--- config.mk ---
export PLATFORM = sky130hd
export DESIGN_NAME = icmp_rx_buf_ctrl_flat
export DESIGN_NICKNAME = d
export VERILOG_FILES = /design/src/rtl/icmp_rx_buf_ctrl_if.sv /design/src/rtl/icmp_rx_buf_ctrl.sv /design/src/flat_wrapper.sv
export SDC_FILE = /design/constraint.sdc
export NUM_CORES = 1
export LEC_CHECK = 0
export CORE_ASPECT_RATIO = 0.9
export CORE_MARGIN = 5
export CORE_UTILIZATION = 44
export CTS_BUF_LIST = sky130_fd_sc_hd__clkbuf_16
export CTS_CLUSTER_DIAMETER = 150
export DETAILED_ROUTE_END_ITERATION = 8
export PLACE_DENSITY = 0.82
export SYNTH_ARGS = -nofsm -noshare
export SYNTH_HDL_FRONTEND = slang
export SYNTH_SLANG_ARGS = --single-unit
--- constraint.sdc ---
create_clock -name clk -period 2.1 [get_ports clk]
set_clock_uncertainty 0.05 [all_clocks]
set_input_delay 0.315 -clock clk [delete_from_list [all_inputs] [get_ports clk]]
set_output_delay 0.315 -clock clk [all_outputs]
set_load 0.01 [all_outputs]
--- src/rtl/icmp_rx_buf_ctrl_if.sv ---
// Bundle of receive stream, RAM ports, frame status and read-out stream for icmp_rx_buf_ctrl.
// The chksum_ok signal exists only when ICMP_RX_CHKSUM_EN is defined.
interface icmp_rx_buf_ctrl_if #(
    parameter int ADDR_WIDTH = 8
);
    logic                  rx_valid;
    logic                  rx_last;
    logic                  rx_err;
    logic [7:0]            rx_data;

    logic                  ram_wr_en;
    logic [ADDR_WIDTH-1:0] ram_wr_addr;
    logic [7:0]            ram_wr_data;
    logic [ADDR_WIDTH-1:0] ram_rd_addr;
    logic [7:0]            ram_rd_data;

    logic                  frame_ready;
    logic [ADDR_WIDTH:0]   frame_len;

    logic                  tx_start;
    logic                  tx_valid;
    logic                  tx_last;
    logic [7:0]            tx_data;

    logic [15:0]           drop_cnt;
`ifdef ICMP_RX_CHKSUM_EN
    logic                  chksum_ok;
`endif

    modport master (
        input  rx_valid, rx_last, rx_err, rx_data, ram_rd_data, tx_start,
        output ram_wr_en, ram_wr_addr, ram_wr_data, ram_rd_addr,
        output frame_ready, frame_len, tx_valid, tx_last, tx_data, drop_cnt
`ifdef ICMP_RX_CHKSUM_EN
        , output chksum_ok
`endif
    );

    modport slave (
        output rx_valid, rx_last, rx_err, rx_data, ram_rd_data, tx_start,
        input  ram_wr_en, ram_wr_addr, ram_wr_data, ram_rd_addr,
        input  frame_ready, frame_len, tx_valid, tx_last, tx_data, drop_cnt
`ifdef ICMP_RX_CHKSUM_EN
        , input chksum_ok
`endif
    );
endinterface

--- src/rtl/icmp_rx_buf_ctrl.sv ---
// Single-frame receive buffer: writes one good frame into an external RAM, then streams it out.
// Define ICMP_RX_CHKSUM_EN to add the one's-complement checksum status output chksum_ok.
module icmp_rx_buf_ctrl #(
    parameter int ADDR_WIDTH = 8,
    parameter int RD_LATENCY = 2
) (
    input  logic               clk,
    input  logic               rst_n,
    icmp_rx_buf_ctrl_if.master bus
);

    localparam logic [ADDR_WIDTH:0] FULL_CNT = {1'b1, {ADDR_WIDTH{1'b0}}};

    typedef enum logic [2:0] {IDLE, WRITE, DROP, HOLD, READ} state_t;

    state_t                state;
    state_t                state_nxt;
    logic [ADDR_WIDTH:0]   wr_cnt;
    logic [ADDR_WIDTH:0]   len_q;
    logic [ADDR_WIDTH:0]   rd_cnt;
    logic [15:0]           drop_q;
    logic                  ign_busy;
    logic [RD_LATENCY-1:0] v_pipe;
    logic [RD_LATENCY-1:0] l_pipe;

    logic                  rx_end;
    logic                  busy_st;
    logic                  full;
    logic                  wr_fire;
    logic                  good_end;
    logic                  drop_inc;
    logic                  issue;
    logic                  issue_last;
    logic                  read_done;
    logic                  ign_nxt;
    logic [ADDR_WIDTH:0]   wr_idx;

    // ign_busy tracks a frame being discarded while a held frame occupies the RAM.
    always_comb begin
        rx_end     = bus.rx_valid & bus.rx_last;
        busy_st    = (state == HOLD) || (state == READ);
        full       = (state == WRITE) && (wr_cnt == FULL_CNT);
        wr_idx     = (state == IDLE) ? '0 : wr_cnt;
        wr_fire    = bus.rx_valid && ((state == IDLE) || ((state == WRITE) && !full));
        good_end   = wr_fire && bus.rx_last && !bus.rx_err;
        drop_inc   = rx_end && ((((state == IDLE) || (state == WRITE)) && (bus.rx_err || full))
                                || (state == DROP) || busy_st);
        issue      = (state == READ) && (rd_cnt < len_q);
        issue_last = issue && (rd_cnt == (len_q - 1'b1));
        read_done  = v_pipe[RD_LATENCY-1] & l_pipe[RD_LATENCY-1];
        ign_nxt    = !rx_end && (ign_busy || bus.rx_valid);
    end

    always_ff @(posedge clk) begin
        if (!rst_n) begin
            state <= IDLE;
        end else begin
            state <= state_nxt;
        end
    end

    always_comb begin
        state_nxt = state;
        case (state)
            IDLE, WRITE: begin
                if (bus.rx_valid) begin
                    if (full) begin
                        state_nxt = bus.rx_last ? IDLE : DROP;
                    end else if (bus.rx_last) begin
                        state_nxt = bus.rx_err ? IDLE : HOLD;
                    end else begin
                        state_nxt = WRITE;
                    end
                end
            end
            DROP: begin
                if (rx_end) state_nxt = IDLE;
            end
            HOLD: begin
                if (bus.tx_start) state_nxt = READ;
            end
            READ: begin
                // A frame still being discarded when read-out ends is finished off in DROP.
                if (read_done) state_nxt = ign_nxt ? DROP : IDLE;
            end
            default: state_nxt = IDLE;
        endcase
    end

    always_ff @(posedge clk) begin
        if (!rst_n) begin
            wr_cnt   <= '0;
            len_q    <= '0;
            rd_cnt   <= '0;
            drop_q   <= '0;
            ign_busy <= 1'b0;
            v_pipe   <= '0;
            l_pipe   <= '0;
        end else begin
            if (wr_fire) wr_cnt <= wr_idx + 1'b1;
            if (good_end) len_q <= wr_idx + 1'b1;
            if (state == HOLD) begin
                rd_cnt <= '0;
            end else if (issue) begin
                rd_cnt <= rd_cnt + 1'b1;
            end
            if (drop_inc && (drop_q != '1)) drop_q <= drop_q + 1'b1;
            ign_busy  <= busy_st && ign_nxt;
            v_pipe[0] <= issue;
            l_pipe[0] <= issue_last;
            for (int unsigned i = 1; i < RD_LATENCY; i++) begin
                v_pipe[i] <= v_pipe[i-1];
                l_pipe[i] <= l_pipe[i-1];
            end
        end
    end

`ifdef ICMP_RX_CHKSUM_EN
    logic [15:0] chk_sum;
    logic [15:0] chk_term;
    logic [15:0] chk_base;
    logic [16:0] chk_raw;

    // Even byte indices are the high octet; end-around carry folded on every add.
    always_comb begin
        chk_term = wr_idx[0] ? {8'h00, bus.rx_data} : {bus.rx_data, 8'h00};
        chk_base = (state == IDLE) ? '0 : chk_sum;
        chk_raw  = {1'b0, chk_base} + {1'b0, chk_term};
    end

    always_ff @(posedge clk) begin
        if (!rst_n) begin
            chk_sum <= '0;
        end else if (wr_fire) begin
            chk_sum <= chk_raw[15:0] + {15'd0, chk_raw[16]};
        end
    end
`endif

    always_comb begin
        bus.ram_wr_en   = rst_n & wr_fire;
        bus.ram_wr_addr = wr_idx[ADDR_WIDTH-1:0];
        bus.ram_wr_data = bus.rx_data;
        bus.ram_rd_addr = rd_cnt[ADDR_WIDTH-1:0];
        bus.frame_ready = (state == HOLD);
        bus.frame_len   = len_q;
        bus.tx_valid    = v_pipe[RD_LATENCY-1];
        bus.tx_last     = l_pipe[RD_LATENCY-1];
        bus.tx_data     = v_pipe[RD_LATENCY-1] ? bus.ram_rd_data : '0;
        bus.drop_cnt    = drop_q;
`ifdef ICMP_RX_CHKSUM_EN
        bus.chksum_ok   = (state == HOLD) && (chk_sum == 16'hFFFF);
`endif
    end

endmodule

--- src/flat_wrapper.sv ---
// flat-port wrapper written by rule: the top's interface ports become plain ports
module icmp_rx_buf_ctrl_flat 
#(
    parameter int ADDR_WIDTH = 8,
    parameter int RD_LATENCY = 2
)
  (clk, rst_n, bus_rx_valid, bus_rx_last, bus_rx_err, bus_rx_data, bus_ram_rd_data, bus_tx_start, bus_ram_wr_en, bus_ram_wr_addr, bus_ram_wr_data, bus_ram_rd_addr, bus_frame_ready, bus_frame_len, bus_tx_valid, bus_tx_last, bus_tx_data, bus_drop_cnt);
  icmp_rx_buf_ctrl_if #(.ADDR_WIDTH(ADDR_WIDTH)) bus_i ();
  input  logic clk;
  input  logic rst_n;
  input wire logic [$bits(bus_i.rx_valid)-1:0] bus_rx_valid;
  input wire logic [$bits(bus_i.rx_last)-1:0] bus_rx_last;
  input wire logic [$bits(bus_i.rx_err)-1:0] bus_rx_err;
  input wire logic [$bits(bus_i.rx_data)-1:0] bus_rx_data;
  input wire logic [$bits(bus_i.ram_rd_data)-1:0] bus_ram_rd_data;
  input wire logic [$bits(bus_i.tx_start)-1:0] bus_tx_start;
  output wire logic [$bits(bus_i.ram_wr_en)-1:0] bus_ram_wr_en;
  output wire logic [$bits(bus_i.ram_wr_addr)-1:0] bus_ram_wr_addr;
  output wire logic [$bits(bus_i.ram_wr_data)-1:0] bus_ram_wr_data;
  output wire logic [$bits(bus_i.ram_rd_addr)-1:0] bus_ram_rd_addr;
  output wire logic [$bits(bus_i.frame_ready)-1:0] bus_frame_ready;
  output wire logic [$bits(bus_i.frame_len)-1:0] bus_frame_len;
  output wire logic [$bits(bus_i.tx_valid)-1:0] bus_tx_valid;
  output wire logic [$bits(bus_i.tx_last)-1:0] bus_tx_last;
  output wire logic [$bits(bus_i.tx_data)-1:0] bus_tx_data;
  output wire logic [$bits(bus_i.drop_cnt)-1:0] bus_drop_cnt;
  assign bus_i.rx_valid = bus_rx_valid;
  assign bus_i.rx_last = bus_rx_last;
  assign bus_i.rx_err = bus_rx_err;
  assign bus_i.rx_data = bus_rx_data;
  assign bus_i.ram_rd_data = bus_ram_rd_data;
  assign bus_i.tx_start = bus_tx_start;
  assign bus_ram_wr_en = bus_i.ram_wr_en;
  assign bus_ram_wr_addr = bus_i.ram_wr_addr;
  assign bus_ram_wr_data = bus_i.ram_wr_data;
  assign bus_ram_rd_addr = bus_i.ram_rd_addr;
  assign bus_frame_ready = bus_i.frame_ready;
  assign bus_frame_len = bus_i.frame_len;
  assign bus_tx_valid = bus_i.tx_valid;
  assign bus_tx_last = bus_i.tx_last;
  assign bus_tx_data = bus_i.tx_data;
  assign bus_drop_cnt = bus_i.drop_cnt;
  icmp_rx_buf_ctrl #(.ADDR_WIDTH(ADDR_WIDTH), .RD_LATENCY(RD_LATENCY)) u_core (.clk(clk), .rst_n(rst_n), .bus(bus_i));
endmodule
* Word level (Yosys, flattened, before mapping) *
Index checks and enable logic that the tools add are counted.

storage, ports and cells
  register bits = 51
  bits of input ports = 22
  output and inout port bits = 61
  word-level logic and storage cells = 66

cells by class
  add/sub/neg operators = 4
  $lt $le $gt $ge = 1
  equality and inequality tests = 11
  mux-type cells = 12
  bitwise gates (word level) = 4
  reductions and logical operators = 26

operators with widths
  cell                                                   count
  adder 9 x 1 -> 9 bit, second input constant            2
  two-way mux 3 bit                                      6
  adder 16 x 1 -> 16 bit, second input constant          1
  inequality test 16 bit, second input constant          1
  logical AND 1 bit                                      12
  case mux 3 bit (4 select lines)                        1
  == test 9 bit                                          1
  == test 9 bit, second input constant                   1
  < comparator 9 bit                                     1
  two-way mux 9 bit                                      1
  subtractor 9 x 1 -> 9 bit, second input constant       1
  two-way mux 8 bit                                      1
  logical OR 1 bit                                       7
  == test 3 x 2 -> 1 bit, second input constant          2
  two-way mux 2 bit                                      3
  inequality test 2 x 1 -> 1 bit, second input constant  2
  inequality test 2 bit, second input constant           2
  AND reduction 4 bit                                    1
  OR reduction 2 bit                                     2
  bitwise AND 1 bit                                      3
  == test 3 x 1 -> 1 bit, second input constant          1
  == test 3 bit, second input constant                   1
  logical NOT 1 bit                                      3
  logical NOT 3 bit                                      1
  NOT 1 bit                                              1

* Logic depth before layout (Yosys ltp) *
Gate-level depths: netlist of run 1.

  word-level depth = 8
  depth in mapped cells = 10
  gate-level depth less buffers = 8

* Least setup slack after synthesis of run 1 *
Ideal clock, no wire load.

  path type = register to register
  start = register u_core.wr_cnt[2]
  end = register u_core.drop_q[13] (netlist: u_core.bus.drop_cnt[13])
  setup time = 0.071 ns
  data arrival time = 2.110 ns
  required time = 1.979 ns
  setup slack = -0.131 ns
  stages on the path, launching flop included = 8
  path buffers = 2
  period minus slack after synthesis = 2.231 ns
  cells stage by stage = dfxtp_1 -> buf_6 -> or4_4 -> o31ai_4 -> o211ai_2 -> buf_2 -> or4_1 -> a21oi_1

between the ends
  cells in the longest elaborated chain, start to end = 8

RTL lines
  item                           line                     source
  start: declaration             icmp_rx_buf_ctrl.sv:18   logic [ADDR_WIDTH:0] wr_cnt;
  start signal: assignment       icmp_rx_buf_ctrl.sv:100  if (wr_fire) wr_cnt <= wr_idx + 1'b1;
  == test 9 bit                  icmp_rx_buf_ctrl.sv:42   full = (state == WRITE) && (wr_cnt == FULL_CNT);
  logical AND 1 bit              icmp_rx_buf_ctrl.sv:42
  logical OR 1 bit               icmp_rx_buf_ctrl.sv:46   drop_inc = rx_end && ((((state == IDLE) || (state == WRITE)) && (bus.rx_err || full))
  logical AND 1 bit              icmp_rx_buf_ctrl.sv:46
  logical OR 1 bit (2 in a row)  icmp_rx_buf_ctrl.sv:47   || (state == DROP) || busy_st);
  logical AND 1 bit              icmp_rx_buf_ctrl.sv:46
  logical AND 1 bit              icmp_rx_buf_ctrl.sv:107  if (drop_inc && (drop_q != '1)) drop_q <= drop_q + 1'b1;
  end signal: assignment         icmp_rx_buf_ctrl.sv:107
  end: declaration               icmp_rx_buf_ctrl.sv:21   logic [15:0] drop_q;

No other way between the ends.
A chain may end at the register's enable or synchronous reset.

* Worst setup path in the final report of run 1 *
  start = register u_core.wr_cnt[5]
  end = register u_core.drop_q[15] (netlist: u_core.bus.drop_cnt[15])

The elaborated chain is that of the path after synthesis.

==> metrics.txt, run 1 <==
Worst-Margin Slew=0.4624 ns; Mean Syn Cell Area=roughly 8 um2; post-synthesis register bit count=51; layout cell share with drive strength beyond 1=0.2773; mux cell area share after synthesis=0.04422; Port Buffers=66; fill cell total of the finished layout=518; Rows=29; final wirelength=roughly 11000 um; Power Dens Cells=between 400 and 500 nW/um2; Critical Path Start Type=flop; Tcrit/Tclk final=1.057; first-pass GRT wire length=between 15000 and 20000 um; worst hold margin=around 0.39 ns; slowest stage delay, CP=0.59 ns; CP top delay family=simple AND/OR/NAND/NOR gates; Die ar.=about 9000 um2; Worst Path Buf+Inv=1; HP Class=flop to flop; CP Cell Sequence=or4_4, o31ai_4, buf_6, o211ai_2, or4_4, a21oi_2; Crit Path Category=flop to flop; endpoint type of the worst setup path=flop; Worst VDD drop=roughly 0.32 mV; Die H=90.52 um; post-route ant nets=0; worst-skew pair later-pin latency=around 0.29 ns; Reg power frac=0.468; WL/cell=18.43 um; failing checks=setup timing; core region area=7039 um2; Final #Nets=approximately 550; clock buffer depth=2; main combinational cell family by area after synthesis=simple AND/OR/NAND/NOR gates; Starting Density=0.4502; Setup Viol. Count Final=16; yosys warns=0; Slew Viols, Final=0; CTS HTree Levels=2; ys async rst share=0; CTS tree=yes; gr usage total=0.2257; ys flop type=dfxtp_1; total grt overflow=0; Psw=roughly 530 uW; CTS Sinks=between 50 and 60; grt met1 use=0.2852; Setup WS post-layout=-0.1207 ns; gr busiest metal=met2; initial antenna violation count=0; final hold vios=0; clk root buf=clkbuf_16; Post-Synth Adder-Cell Area=0.05132; fmax=~0.45 GHz; CTS Buf Count=5; Comb pwr share=0.162; largest net degree at the start of global routing=37; placed cells=580; setup TNS=-1.357 ns; CP required=around 2.3 ns; Netlist cell types=slightly below 50; number of global-route vias before repair=roughly 3500; GPL Wtd Cong=0.8498; clock-pin slew on the worst setup and hold paths=approximately 0.070 ns; sequential fraction of the synthesis area=0.3221; Pwr Total=around 2100 uW; clock power share=0.370; Switching Fraction=0.2536; Syn Nets=430; antenna diode count=0; Area after DPL=4210 um2; Max-slew headroom=0.6838; WP data arrival=roughly 2.4 ns; Post-Synth XOR/XNOR Area=0.04145; met3 usage=0.03398; # Max-Cap Violations=0; via count=around 3600; # DRC=0; crit path time final=approximately 2.2 ns; DP HPWL=6999 um; Layout area overhead=49.82%; Mapped Cells=between 300 and 400; GR Util met2=0.3870; Pint=1574 uW; Die Wd=99.46 um; CP most frequent cell=or4_4; DRT Pass-1 Iters=5; area leader, netlist=dfxtp_1; Synth area leaders=dfxtp_1 (32%), a21oi_1 (5.7%), ha_1 (5.1%); synthesized cell area=approximately 3200 um2; most common library cells after synthesis=dfxtp_1 (51), a21oi_1 (36), nor2_1 (32); Post-Synth Simple-Gate Area=0.2661; post-synth top area share=0.3221; initial drt markers=between 300 and 400; highest-delay cell along the critical path=or4_4; Static Leak=0.001866 uW; final instance area=4748 um2; Compound-Gate Fraction of Synth Area=0.1899; number of synthesized flops with an enable pin=0; Crit Path Max Fanout=4; RSZ-0062 raised after global routing=true; run status=finished with violations; Ports=83; final std cells w/o fill=605; Via density=between 6 and 7; most common cell in the netlist=dfxtp_1
## flip-flops by register name, summed over array words and instances (netlist names)
register,count
u_core.state,3
u_core.wr_cnt,9
u_core.v_pipe,2
u_core.l_pipe,2
u_core.rd_cnt,9
u_core.ign_busy,1
u_core.bus.frame_len,9
u_core.bus.drop_cnt,16
## kinds of logic after synthesis
family | Yosys count
multiplexers | 14
AO/OA/AOI/OAI | 93
XOR/XNOR | 15
AND/OR/NAND/NOR | 156
buffers and inverters | 53
adder cells (fa/ha/maj) | 13
flip-flops | 51
## what timing repair did
| item | CTS | global route |
|---|---|---|
| endpoints found under the setup margin | 30 | 38 |
| setup buffers | 12 | 2 |
| resized for setup | 29 | 49 |
| hold buffers | 0 | 0 |
| pin swaps | 17 | 21 |
| gates cloned | 4 | 0 |
## path summary, 6_finish.rpt
check                                      start                      end  slack, ns  cells after the start
worst min-delay path            u_core.v_pipe[0]         u_core.v_pipe[1]       0.39                      1
worst min register to register  u_core.v_pipe[0]         u_core.v_pipe[1]       0.39                      1
worst max register to register  u_core.wr_cnt[5]  u_core.bus.drop_cnt[15]      -0.12                      6
worst max-delay path            u_core.wr_cnt[5]  u_core.bus.drop_cnt[15]      -0.12                      6
## power by group through the flow
stage          Combinational [uW]  Sequential [uW]  Clock (uW)
2_1_floorplan                 148             1010           0
3_3_place_gp                  253             1010           0
3_5_place_dp                  263             1010           0
4_1_cts                       308              985         786
5_1_grt                       363              987         828
6_report                      342              986         780
## routing by layer
layer | part of all wire | wire (um)
met5 | 0 | 0
met4 | 0.044 | 487
met3 | 0.090 | 1002
met2 | 0.48 | 5309
met1 | 0.39 | 4349
## metrics by stage
stage	worst slack [ns]	util
after floorplan	-0.003384	-
after global placement	-0.1354	0.5981
after detailed placement	-0.2174	0.5981
after CTS	-0.07899	0.6465
after global routing	-0.1872	0.6745
final	-0.1207	0.6745
## worst reg2reg max path, delay by kind of cell (launching register included)
family                 cells  cell delay [ns]
AOI/OAI and AO/OA          3             0.53
buffers and inverters      1             0.16
DFF                        1             0.33
and+or+nand+nor            2             1.10
## area by class of cell
cell class | count | area (um2) | share of cell area
Inverter | 19 | 71.32 | 0.01502
Clock inverter | 3 | 12.51 | 0.002635
Clock buffer | 5 | 125.1 | 0.02635
Sequential cell | 51 | 1031 | 0.2171
Multi-Input combinational cell | 294 | 2148 | 0.4524
Tap cell | 93 | 116.4 | 0.02451
Timing Repair Buffer | 140 | 1244 | 0.2619
## cells in the final DEF, fill, tap and decap left out, drive strengths merged, types with 3 or more instances in the layout
cell type	n
a211oi	5
a21oi	36
and2	20
and3	4
and4	3
buf	75
clkbuf	5
clkdlybuf4s50	56
dfxtp	51
dlygate4sd2	7
ha	13
inv	21
mux2i	14
nand2	21
nand3	25
nand4	6
nor2	32
nor2b	3
nor3	8
o211ai	7
o21ai	16
o31ai	16
or3	8
or4	16
xnor2	8
xor2	7
No activity file was read; power rests on OpenSTA's default activity.
==> run 2: changes to the inputs <==
- MAX_ROUTING_LAYER: not set -> met4
==> run 2 against run 1 <==
The run still ends with setup timing left. Utilization grew 0.14 points. Via count grew 1.6%. Routed wire length grew 1.9%. Total power grew 0.46%. Setup slack lost 0.039 ns. Critical path depth grew 1. Clock power grew 0.5%. Worst hold slack gained 0.00086 ns. First-iteration DRC count grew 4.3%. Die area is the same. Largest cell class unchanged. Largest power group unchanged. Highest routed layer unchanged.
==> metrics.txt, run 2 (synthesized netlist as in run 1, its figures left out) <==
initial drt markers=318; CP required=between 2 and 2.5 ns; number of global-route vias before repair=3524; antenna diode count=0; Tcrit/Tclk final=1.076; placed cells=580; run status=finished with violations; Worst-Margin Slew=around 0.48 ns; Die H=90.52 um; total grt overflow=0; WP data arrival=roughly 2.4 ns; Hold Buf Count CTS=0; crit path time final=2.260 ns; post-route ant nets=0; core region area=7039 um2; fmax=0.4425 GHz; r2r setup slk=-0.16 ns; Slew Viols, Final=0; RSZ-0062 raised after global routing=true; Crit Path Category=flop to flop; initial antenna violation count=0; via count=between 3000 and 4000; CTS Sinks=~50; largest net degree at the start of global routing=37; Worst VDD drop=between 0.3 and 0.4 mV; clock-pin slew on the worst setup and hold paths=~0.070 ns; # Max-Cap Violations=0; gr usage total=0.2310; final hold vios=0; DRT Pass-1 Iters=5; HP Class=flop to flop; CTS tree=yes; Via density=roughly 6.1; Final Util=0.6760; fill cell total of the finished layout=around 520; Die Wd=between 90 and 100 um; Critical path origin=u_core.wr_cnt[5]; # DRC=0; endpoint type of the worst setup path=flop; worst-skew pair later-pin latency=a little under 0.3 ns; DP HPWL=6999 um; WL/cell=18.73 um; Power Dens Cells=445.2 nW/um2; GPL Wtd Cong=between 0.8 and 0.9; clock buffer depth=2; Ports=83; Port Buffers=66; commonest non-fill, non-tap cell in the layout=buf_4; Rows=29; final wirelength=between 10000 and 15000 um; R2R Path Start=u_core.wr_cnt[5]; CTS Buf Count=5; clk root buf=clkbuf_16; Static Leak=0.001871 uW; Layout area overhead=50.14%; Setup WS post-layout=-0.1599 ns; Critical Path Start Type=flop; first-pass GRT wire length=16690 um; max reg flops=16; min-delay src=u_core.v_pipe[0]; layout cell share with drive strength beyond 1=0.2802; Setup Viol. Count Final=16; failing checks=setup timing; Starting Density=0.4502; CTS HTree Levels=2; commonest non-fill, non-tap cells in the layout=buf_4 (68), clkdlybuf4s50_1 (56), dfxtp_1 (43); final std cells w/o fill=between 600 and 700; Crit Path Max Fanout=7; Die ar.=roughly 9000 um2; worst hold margin=between 0.3 and 0.4 ns; Final #Nets=548; Max-slew headroom=0.6802
[run 2: cell count changes in the layout (fill, tap and decap cells not counted), sizes merged]
cell	delta
buf	+2
[run 2: final cells by class]
class,count,area (um2),area share
Clock buffer,5,125.1,0.02630
Clock inverter,3,12.51,0.002630
Inverter,19,71.32,0.01499
Multi-Input combinational cell,294,2156,0.4531
Sequential cell,51,1031,0.2167
Tap cell,93,116.4,0.02445
Timing Repair Buffer,142,1246,0.2619
[run 2: worst max-delay path, stage by stage (launching register included)]
cell	delay, ns
dfxtp_2	0.33
or4_4	0.59
o31ai_4	0.22
buf_4	0.16
buf_6	0.09
o211ai_4	0.11
or4_1	0.44
a21oi_1	0.19
[run 2: what timing repair did]
action                     in CTS  in global routing
setup endpoints to repair      30                 38
gates resized for setup        29                 50
buffers inserted               12                  3
gates cloned                    4                  0
pin swaps                      17                 22
[run 2: path summary, 6_finish.rpt]
check                      endpoint  cells after the start
max          u_core.bus.drop_cnt[8]                      7
min                u_core.v_pipe[1]                      1
max reg2reg  u_core.bus.drop_cnt[8]                      7
min reg2reg        u_core.v_pipe[1]                      1
[run 2: per-stage QoR]
stage	setup slack, ns	total power (uW)	cell area, um2	setup TNS (ns)
2_1_floorplan	-0.003384	1157	3174	-0.003384
3_3_place_gp	-0.1354	1259	4210	-1.009
3_5_place_dp	-0.2174	1269	4210	-2.114
4_1_cts	-0.07899	2080	4551	-0.6528
5_1_grt	-0.2016	2195	4758	-2.091
6_report	-0.1599	2119	4758	-1.191
[run 2: routing by layer]
layer	GRT usage	share of wire	routed length [um]
met3	0.03012	0.081	925
met4	0.07622	0.041	469
met2	0.3909	0.47	5366
met5	-	0	0
met1	0.2829	0.41	4605
[run 2: power breakdown]
group          internal (uW)  leakage, uW  switching [uW]  total, uW
Sequential               977     0.000415            9.33        987
Clock                    432    0.0000762             352        784
Combinational            170      0.00138             178        348
==> run 3: changes to the inputs <==
- CAP_MARGIN: not set -> 20
- CORE_UTILIZATION: 44 -> 50
- PLACE_DENSITY: 0.82 -> 0.88
- RECOVER_POWER: not set -> 100
- clock period: 2.1 -> 2.6 ns (I/O delays scaled with it)
==> run 3 against run 2 <==
Clock power down 20%. Total power down 24%. First-iteration DRC count decreased by 20%. Setup slack better by 0.23 ns. Utilization fell by 2.0 points. Via count down 15%. The run now ends clean. Highest routed layer unchanged. Combinational power is 49% lower. Critical path depth shrank 3. Sequential share of layout area is 3.7 points higher. Non-clock buffer count fell by 56. Final cell count fell by 11%. Routed wire length down 25%.
==> metrics.txt, run 3 (synthesized netlist as in run 1, its figures left out) <==
run status=finished clean; pre-CTS setup slack=0.1117 ns; final hold vios=0; WP data arrival=about 2.1 ns; Hold Crit Depth=1; via count=3148; r2r setup slk=~0.15 ns; grt met1 use=0.2775; Critical Path Start Type=flop; Ports=just over 80; WL/cell=around 16 um; antenna diode count=0; hold endpoint=u_core.v_pipe[1]; commonest non-fill, non-tap cell in the layout=dfxtp_1; clk root buf=clkbuf_16; Pwr Total=around 1600 uW; Port Buffers=66; initial drt markers=between 200 and 300; Worst VDD drop=about 0.25 mV; GPL Wtd Cong=slightly below 0.9; endpoint type of the worst setup path=output port; core region area=around 6100 um2; max reg flops=16; placed cells=~530; Crit Path Category=flop to output port; CTS HTree Levels=2; Final #Nets=489; Starting Density=0.5155; Area after DPL=slightly below 4000 um2; Setup Viol. Count Final=0; initial antenna violation count=0; Static Leak=roughly 0.0016 uW; Hold Buf Count CTS=0; GR Util met2=0.3598; final std cells w/o fill=about 540; multi-input logic area=between 1500 and 2000 um2; Die H=roughly 86 um; final instance area=about 4000 um2; setup TNS=0 ns; Power Dens Cells=between 300 and 400 nW/um2; commonest non-fill, non-tap cells in the layout=dfxtp_1 (51), dlygate4sd3_1 (40), a21oi_1 (36); crit path time final=roughly 2.5 ns; clock power share=0.392; clock-pin slew on the worst setup and hold paths=roughly 0.06 ns; Pint=roughly 1200 uW; Psw=397.7 uW; CP required=approximately 2.2 ns; Slew Viols, Final=0; min-delay src=u_core.v_pipe[0]; Die Wd=93.92 um; clock buffer depth=2; RR Endpoint=u_core.bus.drop_cnt[5]; CTS tree=yes; met3 usage=0.04211; Tcrit/Tclk final=0.9718; post-route ant nets=0; Worst-Margin Slew=approximately 0.68 ns; gr usage total=0.2217; setup bufs post-CTS=0; layout cell share with drive strength beyond 1=0.06374; number of global-route vias before repair=2953; total grt overflow=0; flip-flop and latch area=between 1000 and 1500 um2; Comb pwr share=0.110; # DRC=0; CTS Sinks=51; gr busiest metal=met2; Switching Fraction=0.2472; # Max-Cap Violations=0; DP HPWL=~6200 um; R2R Path Start=u_core.wr_cnt[4]; largest net degree at the start of global routing=38; fmax=about 0.4 GHz; Crit Path Max Fanout=6; CTS Buf Count=5; Die ar.=~8000 um2; Max-slew headroom=0.5461; Rows=27; HP Class=flop to flop; final wirelength=roughly 8500 um; first-pass GRT wire length=14060 um; Reg power frac=0.497; R2R depth=6; Layout area overhead=27.24%; worst-skew pair later-pin latency=0.29 ns; fill cell total of the finished layout=514; Setup WS post-layout=0.07334 ns; DRT Pass-1 Iters=5; RSZ-0062 raised after global routing=false; Via density=between 5 and 6
[run 3: changes by cell type in the layout (fill, tap and decap cells not counted), sizes merged, moves of 2 or more]
cell,before,now
dlymetal6s2s,2,0
buf,77,15
clkbuf,5,10
dlygate4sd2,7,0
clkdlybuf4s50,56,26
o211ai,7,5
dlygate4sd3,0,40
[run 3: how the worst max path moves through the flow]
stage	from	endpoint	slack (ns)	cells after the start
3_5_place_dp	bus_rx_last	u_core.bus.drop_cnt[6]	0.11	7
3_3_place_gp	bus_rx_last	u_core.bus.drop_cnt[4]	0.22	7
6_report	u_core.wr_cnt[4]	bus_ram_wr_en	0.07	4
4_1_cts	u_core.wr_cnt[4]	bus_ram_wr_en	0.04	4
2_1_floorplan	u_core.wr_cnt[2]	u_core.bus.drop_cnt[13]	0.37	7
5_1_grt	u_core.wr_cnt[4]	u_core.bus.drop_cnt[4]	0.001	6
[run 3: cell type report]
| cell class | count | share of cell area |
|---|---|---|
| Multi-Input combinational cell | 291 | 0.4716 |
| Inverter | 19 | 0.01769 |
| Clock inverter | 3 | 0.003103 |
| Tap cell | 87 | 0.02699 |
| Clock buffer | 5 | 0.03103 |
| Timing Repair Buffer | 86 | 0.1964 |
| Sequential cell | 51 | 0.2532 |
[run 3: critical path: stages (launching register included)]
cell             delay, ns
dfxtp_1               0.37
or4_4                 0.55
o311ai_4              0.29
nor2_1                0.09
clkdlybuf4s50_1       0.49
[run 3: power groups by stage]
| stage | Sequential, uW | Combinational, uW | Clock, uW |
|---|---|---|---|
| final | 800 | 178 | 631 |
| after global routing | 801 | 194 | 668 |
| after CTS | 799 | 179 | 642 |
| after detailed placement | 817 | 177 | 0 |
| after global placement | 817 | 170 | 0 |
| after floorplan | 815 | 119 | 0 |
[run 3: layer usage]
metal | vias up | routed length [um]
met5 | - | 0
li1 | 1536 | -
met1 | 1478 | 3817
met2 | 123 | 4011
met3 | 11 | 565
met4 | 0 | 121
[run 3: what timing repair did]
item,CTS,global route
hold endpoints to repair,0,0
endpoints found under the setup margin,0,2
gates resized for setup,0,2
[run 3: stage by stage]
stage	utilization	hold slack (ns)
after global placement	0.6341	0.3657
final	0.6559	0.3866
after CTS	0.6565	0.3890
after global routing	0.6559	0.4129
after detailed placement	0.6341	0.3734
after floorplan	-	0.3619
